==> src/rtl/mamba2_pkg.sv <==
// Shared definitions for the Mamba-2 SSM output path: FP16 constants,
// sizing helpers and the state encodings used by the reduction controller.
package mamba2_pkg;

    localparam logic [15:0] FP16_ZERO = 16'h0000;
    localparam logic [15:0] FP16_ONE  = 16'h3C00;
    localparam logic [15:0] FP16_QNAN = 16'h7E00;
    localparam logic [15:0] FP16_INF  = 16'h7C00;

    typedef enum logic [1:0] {
        ST_IDLE = 2'd0,
        ST_RUN  = 2'd1,
        ST_DONE = 2'd2
    } top_state_t;

    typedef enum logic [1:0] {
        LN_IDLE  = 2'd0,
        LN_ISSUE = 2'd1,
        LN_WAIT  = 2'd2
    } lane_phase_t;

    function automatic int rows_of(input int b, input int h, input int p);
        return b * h * p;
    endfunction

    function automatic int rounds_of(input int rows, input int par);
        return (rows + par - 1) / par;
    endfunction

    function automatic int idx_w(input int bound);
        return (bound > 1) ? $clog2(bound) : 1;
    endfunction

endpackage

==> src/rtl/fp16_add_wrapper.sv <==
// Pipelined IEEE FP16 adder: round-to-nearest-even, gradual underflow,
// canonical quiet NaN. Result appears A_LAT cycles after valid_in is sampled.
module fp16_add_wrapper
    import mamba2_pkg::*;
#(
    parameter int A_LAT = 6
) (
    input  logic        clk,
    input  logic [15:0] a,
    input  logic [15:0] b,
    input  logic        valid_in,
    output logic [15:0] result,
    output logic        valid_out
);

    function automatic logic [15:0] fp16_add(input logic [15:0] x, input logic [15:0] y);
        logic        x_nan, y_nan, x_inf, y_inf;
        logic [15:0] big, sml;
        logic [5:0]  e_big, e_sml, e_dif, e_res;
        logic [13:0] m_big, m_sml, m_aln, norm;
        logic [14:0] sum, base;
        logic        sticky, rnd_up;
        logic [15:0] res;

        x_nan = (&x[14:10]) & (|x[9:0]);
        y_nan = (&y[14:10]) & (|y[9:0]);
        x_inf = (&x[14:10]) & ~(|x[9:0]);
        y_inf = (&y[14:10]) & ~(|y[9:0]);
        res   = FP16_QNAN;

        if (x_nan || y_nan) begin
            res = FP16_QNAN;
        end else if (x_inf && y_inf) begin
            res = (x[15] == y[15]) ? x : FP16_QNAN;
        end else if (x_inf) begin
            res = x;
        end else if (y_inf) begin
            res = y;
        end else begin
            if (x[14:0] >= y[14:0]) begin
                big = x;
                sml = y;
            end else begin
                big = y;
                sml = x;
            end
            // Subnormals share the exponent of the smallest normal, hidden bit 0.
            e_big = (big[14:10] == 5'd0) ? 6'd1 : {1'b0, big[14:10]};
            e_sml = (sml[14:10] == 5'd0) ? 6'd1 : {1'b0, sml[14:10]};
            m_big = {(big[14:10] != 5'd0), big[9:0], 3'b000};
            m_sml = {(sml[14:10] != 5'd0), sml[9:0], 3'b000};
            e_dif = e_big - e_sml;

            if (e_dif >= 6'd14) begin
                m_aln  = 14'd0;
                sticky = |m_sml;
            end else begin
                m_aln  = m_sml >> e_dif;
                sticky = |(m_sml & ~(14'h3FFF << e_dif));
            end
            m_aln[0] = m_aln[0] | sticky;

            if (big[15] == sml[15]) begin
                sum = {1'b0, m_big} + {1'b0, m_aln};
            end else begin
                sum = {1'b0, m_big} - {1'b0, m_aln};
            end

            e_res = e_big;
            if (sum[14]) begin
                norm  = {sum[14:2], sum[1] | sum[0]};
                e_res = e_big + 6'd1;
            end else begin
                norm = sum[13:0];
                for (int i = 0; i < 13; i++) begin
                    if (!norm[13] && e_res > 6'd1) begin
                        norm  = norm << 1;
                        e_res = e_res - 6'd1;
                    end
                end
            end

            if (sum == 15'd0) begin
                res = {big[15] & sml[15], 15'd0};
            end else if (e_res >= 6'd31) begin
                res = {big[15], FP16_INF[14:0]};
            end else begin
                // Rounding carry ripples into the exponent field (and on to Inf).
                base   = {(norm[13] ? e_res[4:0] : 5'd0), norm[12:3]};
                rnd_up = norm[2] & (norm[1] | norm[0] | norm[3]);
                res    = {big[15], base + {14'd0, rnd_up}};
            end
        end
        return res;
    endfunction

    logic [15:0]      res_pipe [A_LAT];
    logic [A_LAT-1:0] vld_pipe;

    always_ff @(posedge clk) begin
        res_pipe[0] <= fp16_add(a, b);
        vld_pipe[0] <= valid_in;
        for (int i = 1; i < A_LAT; i++) begin
            res_pipe[i] <= res_pipe[i-1];
            vld_pipe[i] <= vld_pipe[i-1];
        end
    end

    assign result    = res_pipe[A_LAT-1];
    assign valid_out = vld_pipe[A_LAT-1];

endmodule

==> src/rtl/hc_reduce_y.sv <==
// Reduces h*C products over the state dimension and adds the skip term:
// y[r] = Dx[r] + sum_n hC[r,n], on PAR lockstep FP16 accumulate lanes.
//
//   state   | meaning
//   IDLE    | waiting for start
//   RUN     | rounds of lane issue/wait until every row is reduced
//   DONE    | one-cycle completion pulse
module hc_reduce_y
    import mamba2_pkg::*;
#(
    parameter int B     = 1,
    parameter int H     = 4,
    parameter int P     = 4,
    parameter int N     = 4,
    parameter int DW    = 16,
    parameter int A_LAT = 6,
    parameter int PAR   = 4
) (
    input  logic                  clk,
    input  logic                  rst,
    input  logic                  start,
    input  logic [B*H*P*N*DW-1:0] hC_flat,
    input  logic [B*H*P*DW-1:0]   Dx_flat,
    output logic [B*H*P*DW-1:0]   y_flat,
    output logic                  busy,
    output logic                  done
);

    localparam int ROWS  = rows_of(B, H, P);
    localparam int R     = rounds_of(ROWS, PAR);
    localparam int RND_W = idx_w(R);
    localparam int NW    = idx_w(N);

    top_state_t  state, state_nxt;
    lane_phase_t phase, phase_nxt;
    logic [RND_W-1:0] rnd_idx, rnd_nxt;
    logic [NW-1:0]    n_cnt, n_nxt;
    logic             load_acc, issue, cap, wr_y, last_n, last_rnd;

    logic [PAR-1:0] add_vin;
    logic [PAR-1:0] add_vout;
    logic [DW-1:0]  add_res [PAR];

    // Lane 0 is active in every round, so its valid_out paces the whole array.
    assign cap      = (state == ST_RUN) && (phase == LN_WAIT) && add_vout[0];
    assign last_n   = (n_cnt == NW'(N - 1));
    assign last_rnd = (rnd_idx == RND_W'(R - 1));

    always_comb begin
        state_nxt = state;
        phase_nxt = phase;
        rnd_nxt   = rnd_idx;
        n_nxt     = n_cnt;
        load_acc  = 1'b0;
        issue     = 1'b0;
        wr_y      = 1'b0;
        case (state)
            ST_IDLE: begin
                if (start) begin
                    state_nxt = ST_RUN;
                    phase_nxt = LN_ISSUE;
                    rnd_nxt   = '0;
                    n_nxt     = '0;
                    load_acc  = 1'b1;
                end
            end
            ST_RUN: begin
                case (phase)
                    LN_ISSUE: begin
                        issue     = 1'b1;
                        phase_nxt = LN_WAIT;
                    end
                    LN_WAIT: begin
                        if (cap) begin
                            if (last_n) begin
                                wr_y  = 1'b1;
                                n_nxt = '0;
                                if (last_rnd) begin
                                    phase_nxt = LN_IDLE;
                                end else begin
                                    rnd_nxt   = rnd_idx + RND_W'(1);
                                    load_acc  = 1'b1;
                                    phase_nxt = LN_ISSUE;
                                end
                            end else begin
                                n_nxt     = n_cnt + NW'(1);
                                phase_nxt = LN_ISSUE;
                            end
                        end
                    end
                    default: state_nxt = ST_DONE;
                endcase
            end
            ST_DONE: state_nxt = ST_IDLE;
            default: begin
                state_nxt = ST_IDLE;
                phase_nxt = LN_IDLE;
            end
        endcase
    end

    always_ff @(posedge clk or posedge rst) begin
        if (rst) begin
            state   <= ST_IDLE;
            phase   <= LN_IDLE;
            rnd_idx <= '0;
            n_cnt   <= '0;
        end else begin
            state   <= state_nxt;
            phase   <= phase_nxt;
            rnd_idx <= rnd_nxt;
            n_cnt   <= n_nxt;
        end
    end

    assign busy = (state == ST_RUN);
    assign done = (state == ST_DONE);

    for (genvar k = 0; k < PAR; k++) begin : g_lane
        logic [DW-1:0] acc;
        logic [DW-1:0] dx_tab [R];
        logic [DW-1:0] hc_tab [R][N];
        logic          on_tab [R];

        for (genvar rn = 0; rn < R; rn++) begin : g_rnd
            localparam int ROW = rn * PAR + k;
            if (ROW < ROWS) begin : g_act
                assign dx_tab[rn] = Dx_flat[ROW*DW +: DW];
                assign on_tab[rn] = 1'b1;
                for (genvar nn = 0; nn < N; nn++) begin : g_n
                    assign hc_tab[rn][nn] = hC_flat[(ROW*N + nn)*DW +: DW];
                end
            end else begin : g_pad
                assign dx_tab[rn] = FP16_ZERO;
                assign on_tab[rn] = 1'b0;
                for (genvar nn = 0; nn < N; nn++) begin : g_n
                    assign hc_tab[rn][nn] = FP16_ZERO;
                end
            end
        end

        assign add_vin[k] = issue & on_tab[rnd_idx];

        always_ff @(posedge clk or posedge rst) begin
            if (rst) begin
                acc <= FP16_ZERO;
            end else if (load_acc) begin
                acc <= dx_tab[rnd_nxt];
            end else if (cap && add_vout[k]) begin
                acc <= add_res[k];
            end
        end

        fp16_add_wrapper #(.A_LAT(A_LAT)) u_add (
            .clk       (clk),
            .a         (acc),
            .b         (hc_tab[rnd_idx][n_cnt]),
            .valid_in  (add_vin[k]),
            .result    (add_res[k]),
            .valid_out (add_vout[k])
        );
    end

    // Each row is owned by a fixed (round, lane) pair, so its write enable is static.
    for (genvar r = 0; r < ROWS; r++) begin : g_row
        localparam int LANE = r % PAR;
        localparam int RND  = r / PAR;
        logic [DW-1:0] y_q;

        always_ff @(posedge clk or posedge rst) begin
            if (rst) begin
                y_q <= FP16_ZERO;
            end else if (wr_y && (rnd_idx == RND_W'(RND))) begin
                y_q <= add_res[LANE];
            end
        end

        assign y_flat[r*DW +: DW] = y_q;
    end

endmodule

==> config.mk <==
export PLATFORM = sky130hd
export DESIGN_NAME = hc_reduce_y
export DESIGN_NICKNAME = d
export VERILOG_FILES = /design/src/rtl/mamba2_pkg.sv /design/src/rtl/fp16_add_wrapper.sv /design/src/rtl/hc_reduce_y.sv
export SDC_FILE = /design/constraint.sdc
export NUM_CORES = 2
export LEC_CHECK = 0
export CAP_MARGIN = 40
export CORE_AREA = 3 3 603 605
export CTS_BUF_LIST = sky130_fd_sc_hd__clkbuf_16
export DETAILED_ROUTE_END_ITERATION = 10
export DIE_AREA = 0 0 606 608
export REMOVE_ABC_BUFFERS = 1
export SLEW_MARGIN = 40
export SYNTH_ARGS = -nofsm -noshare
export SYNTH_HDL_FRONTEND = slang
export SYNTH_SLANG_ARGS = --single-unit
==> constraint.sdc <==
create_clock -name clk -period 31.7 [get_ports clk]
set_input_delay 4.755 -clock clk [delete_from_list [all_inputs] [get_ports clk]]
set_output_delay 4.755 -clock clk [all_outputs]
set_load 0.01 [all_outputs]
# --- After elaboration in Yosys (flattened, before gate mapping) ---
# Memory sizes are Yosys's and may differ from the RTL's.
# Cells that the tools add are included.
op_classes:
  shifts: 8
  eq_ne: 22
  addsub: 74
  n_reduce_logical: 177
  n_bitwise: 61
  n_lt_le_gt_ge: 67
  n_mux: 842
op_table:
  columns: ["cell", "n"]
  rows:
  - ["$mux W14", 332]
  - ["$mux W6", 312]
  - ["$mux W16", 88]
  - ["$bmux W64 S2", 4]
  - ["$mux W64", 8]
  - ["$mux W15", 24]
  - ["$gt A6 B1 Y1 const B", 52]
  - ["$sub A6 B1 Y6 const B", 52]
  - ["$bmux W16 S2", 8]
  - ["$reduce_or A10 Y1", 8]
  - ["$logic_and A1 B1 Y1", 66]
  - ["$add A14 B14 Y15", 4]
  - ["$add A15 B1 Y15", 4]
  - ["$ge A15 B15 Y1", 4]
  - ["$logic_not A15 Y1", 4]
  - ["$mux W5", 12]
  - ["$sub A14 B14 Y15", 4]
  - ["$and A14 B14 Y14", 4]
  - ["$not A14 Y14", 4]
  - ["$reduce_or A14 Y1", 4]
  - ["$shl A14 B6 Y14 const A", 4]
  - ["$shr A14 B6 Y14", 4]
  - ["$logic_not A1 Y1", 52]
  - ["$reduce_or A11 Y1", 4]
  - ["32 further kinds", 189]
totals:
  in_bits: 1283
  n_memories: 4
  mem_bits_rw: 384
  register_bits: 352
memory_table:
  columns: ["memory", "depth", "word_bits", "rd", "rd_clocked_by_memory_dff", "write_ports", "line_no", "rtl"]
  rows:
  - ["g_lane[0].u_add.res_pipe", 6, 16, 6, 0, 6, "fp16_add_wrapper.sv:97", "logic [15:0] res_pipe [A_LAT];"]
  - ["g_lane[1].u_add.res_pipe", 6, 16, 6, 0, 6, "fp16_add_wrapper.sv:97", null]
  - ["g_lane[2].u_add.res_pipe", 6, 16, 6, 0, 6, "fp16_add_wrapper.sv:97", null]
  - ["g_lane[3].u_add.res_pipe", 6, 16, 6, 0, 6, "fp16_add_wrapper.sv:97", null]

# --- Logic depth before layout (Yosys ltp) ---
depth:
  ltp_word: 147
  ltp_mapped: 174
  depth_no_buf: 136

# --- Modules after synthesis ---
# A second synthesis with hierarchy kept.
hier_totals:
  cells_unflattened: 8966
  area_unflattened_um2: 76751.1
modules_own_cells:
  columns: ["mod", "seq_area_each_um2", "area_per_inst_um2", "cells_per_inst", "n_inst"]
  rows:
  - ["hc_reduce_y", 8207.9, 24334.6, 1969, 1]
  - ["fp16_add_wrapper (g_lane[3].u_add)", 2042.0, 13518.0, 1838, 1]
  - ["fp16_add_wrapper (g_lane[0].u_add)", 2042.0, 13311.5, 1754, 1]
  - ["fp16_add_wrapper (g_lane[2].u_add)", 2042.0, 12996.2, 1701, 1]
  - ["fp16_add_wrapper (g_lane[1].u_add)", 2042.0, 12590.8, 1704, 1]

# --- Worst setup path after synthesis ---
# No wires, ideal clock.
synth_path:
  kind: "in2reg"
  start: "input port hC_flat[858]"
  end: "memory g_lane[1].u_add.res_pipe[0][12]"
  cell_stages: 145
  arrival_time_ns: 36.251
  setup_slack_ns: -4.685
  cell_sequence: "mux4_2 > a22o_1 > a221oi_1 > ha_1 > nand2_1 > nor2_1 > nand2_1 > o21ai_0 > buf_2 > clkbuf_1 > clkbuf_1 > nor2_1 > a21oi_1 > nand3_1 > or3_1 > nand2_1 > inv_1 > ha_1 > (+109 left out) > nor2_1 > a21oi_1 > buf_2 > xnor2_1 > ha_1 > nor2_1 > or4_1 > buf_2 > o31ai_4 > mux2i_1 > mux2_2 > nor2b_1 > ha_1 > and2_1 > or4b_1 > or3_1 > xor2_1 > a21oi_2"
synth_lines:
  columns: ["item", "line_no", "rtl"]
  rows:
  - ["from (decl)", "hc_reduce_y.sv:22", "input logic [B*H*P*N*DW-1:0] hC_flat,"]
  - ["to (decl)", "fp16_add_wrapper.sv:97", null]

==> key figures <==
Timing
  – Fmax: approximately 33 MHz
  – Final Skew: 0.0536 ns
  – Final hold violation count: 0
  – Final setup viols: 0
  – Slew Limit Fails: 0
  – Fin Hold WS: roughly 0.31 ns
  – Tcrit/Tclk final: 94.8%
  – Slew HR: 37.8%
  – Crit path time final: 30.05 ns
  – Measured slew at the worst slew-check pin: between 0.9 and 1 ns

Finish
  – Layout cells sized above 1: 20.2%
  – # fillers: just under 40000
  – Most common cell after layout, fill and taps aside: clkdlybuf4s50_1
  – Synthesis-to-layout area growth: 43.1%
  – Final nets: ~12000
  – Commonest non-fill, non-tap cells in the layout: 1529 x clkdlybuf4s50_1, 928 x buf_4, 879 x nor2_1

CTS
  – Cts bufs inserted: 91
  – CTS tree: done
  – Clk sink count: just over 700
  – Max clock buf depth: 4
  – Clk root buf: clkbuf_16
  – Worst-skew pair later-pin latency: 0.81 ns
  – Clk slew on worst S/H paths: about 0.07 ns
  – Htree depth: 3

Flow run
  – Max-Cap Viols: 0

Synthesis
  – Cell Area, Synth: 70800 um^2
  – Top_reg_cell synth: dfxtp_1
  – Post-synthesis cell count: 8416
  – Register bit count reported by yosys: 718
  – Yosys cell types: 147
  – Register area share after synthesis: 22.6%
  – Post-synth EDFFs: 0
  – Post-synth ARST share: 45.7%
  – Yosys warning count: 0
  – Avg Cell Area, Syn: 8.41 um^2

Routing
  – Initial drt markers: 7498
  – Vias after detailed routing: 78800
  – Final WL: 444000 um
  – WL per Instance: 28.4 um
  – Via-to-Cell Ratio: 5.05
  – Post-DRT Antenna Nets: 0
  – 1st-pass router iterations: 6
  – # DRC: 0

Worst setup path
  – Slowest stage delay, CP: about 0.56 ns
  – Critical path class: input pin to flop
  – Data required time of the worst path: about 32 ns
  – Reg2Reg Depth: 111
  – Crit path arrival time: 30.73 ns
  – Max stage delay cell, worst path: or4b_1
  – CP max FO: 8
  – CP Capture Type: flop
  – Critical Path Start Type: input pin

Global route
  – Largest net degree at the start of global routing: 81
  – First-pass GRT wire length: 599000 um
  – Overall Global Routing Usage: 22.9%
  – Gr ovfl total: 0
  – Initial antenna violation count: 215
  – Vias in the first global route: around 74000

Placement
  – GPL Wtd Cong: ~1.0
  – Port bufs: 1540
  – Dpl hpwl: between 300000 and 400000 um

Floorplan
  – Core area: 359000 um^2
  – Initial core utilization: 19.7%
  – DIE AREA: 368000 um^2
  – I/O pins: 1541
  – Die outline width: 606 um
  – FP Rows: 220
  – Die Span Y: 608 um

Min path
  – Worst hold stages: 0
  – Hold Path Class: flop to flop

Outcome
  – Status: completed
[stage by stage]
stage          std cells  setup TNS (ns)  utilization [%]  setup slack [ns]  instance area, um^2
5_1_grt            15600         -0.0888             28.2           -0.0430               101000
3_5_place_dp       15200          -0.319             27.1            -0.274                97300
6_report           15600               0             28.2              1.65               101000
4_1_cts            15400               0             28.0             0.478               100000
2_1_floorplan       7945         -581.69                -            -12.99                68600
3_3_place_gp       15200          -0.289             27.1            -0.268                97200
[repair_timing]
action	in CTS	in global routing
hold buffers	0	0
setup buffers	0	4
gates resized for setup	0	76
endpoints found under the setup margin	0	45
[synth_stat cells (104+ instances only)]
master | n | share of area [%]
mux2i_1 | 406 | 5.7
inv_1 | 300 | 1.6
dfxtp_1 | 390 | 11
a21oi_1 | 509 | 3.6
nand3_1 | 288 | 2.0
o211ai_1 | 164 | 1.7
dfrtp_1 | 328 | 12
nor2_1 | 885 | 4.7
mux4_2 | 300 | 9.5
nor3_1 | 189 | 1.3
o21ai_0 | 452 | 3.2
and2_1 | 108 | 0.95
mux2_2 | 410 | 6.5
ha_1 | 295 | 5.2
nand2_1 | 848 | 4.5
clkbuf_1 | 314 | 1.7
a211oi_1 | 104 | 1.1
xnor2_1 | 167 | 2.1
[routing by layer]
layer	routed length (um)	share of wire (%)	GRT usage, %	vias to the layer above
met5	514	0.12	0	-
met4	31900	7.2	13.9	78
met3	39600	8.9	6.26	762
met2	195000	44	35.6	3265
met1	176000	40	28.1	38600
li1	-	-	-	36200
[worst max-delay path, delay by kind of cell]
kind / cells / cell delay (ns)
mux: 9 / 2.63
compound gates: 43 / 7.44
simple gates: 44 / 9.05
xor+xnor: 4 / 0.77
buf+inv: 13 / 2.06
fa+ha+maj: 17 / 3.99
[flip-flops by register name (all words and copies together) (netlist names)]
| name | flops |
|---|---|
| phase | 2 |
| n_cnt | 2 |
| rnd_idx | 2 |
| g_lane.u_add.vld_pipe | 6 |
| g_lane.u_add.res_pipe | 384 |
| g_row.y_q | 256 |
| state | 2 |
| g_lane.acc | 64 |
[area by class of cell]
class | count | area [um^2] | area share, %
antenna | 233 | 583 | 0.575
clock buffer | 98 | 2450 | 2.42
clock inverter | 66 | 543 | 0.536
inverter | 317 | 1200 | 1.19
multi-input combinational | 6911 | 51800 | 51.1
sequential | 718 | 16000 | 15.8
tap | 4773 | 5970 | 5.89
timing repair buffer | 2485 | 22700 | 22.4
[path summary, 6_finish.rpt]
kind	from	end	slack, ns
worst max-delay path	hC_flat[339]	g_lane[1].u_add.res_pipe[0][12]$_SDFF_PP1_	1.65
worst min-delay path	g_lane[3].u_add.res_pipe[3][3]$_DFF_P_	g_lane[3].u_add.res_pipe[4][3]$_DFF_P_	0.31
worst max register to register	rnd_idx[0]$_DFF_PP0_	g_lane[3].u_add.res_pipe[0][9]$_SDFF_PP1_	4.26
worst min register to register	g_lane[3].u_add.res_pipe[3][3]$_DFF_P_	g_lane[3].u_add.res_pipe[4][3]$_DFF_P_	0.31
max in group asynchronous	rst	g_row[1].y_q[14]$_DFFE_PP0P_	24.77
min in group asynchronous	rst	g_row[7].y_q[3]$_DFFE_PP0P_	4.38
[cell families (layout without fill, tap and decap cells)]
family | after synthesis | in the layout | synth area share (%)
mux | 1130 | 1130 | 22.1
xor+xnor | 222 | 222 | 2.86
buf+inv | 788 | 2966 | 4.83
simple gates | 2944 | 2944 | 19.8
compound gates | 2309 | 2310 | 22.4
fa+ha+maj | 305 | 305 | 5.47
other cells | 0 | 233 | 0
flops | 718 | 718 | 22.6
Power is not shown: default switching activity piles up to over one toggle a cycle in this logic, so the estimate is an artifact.
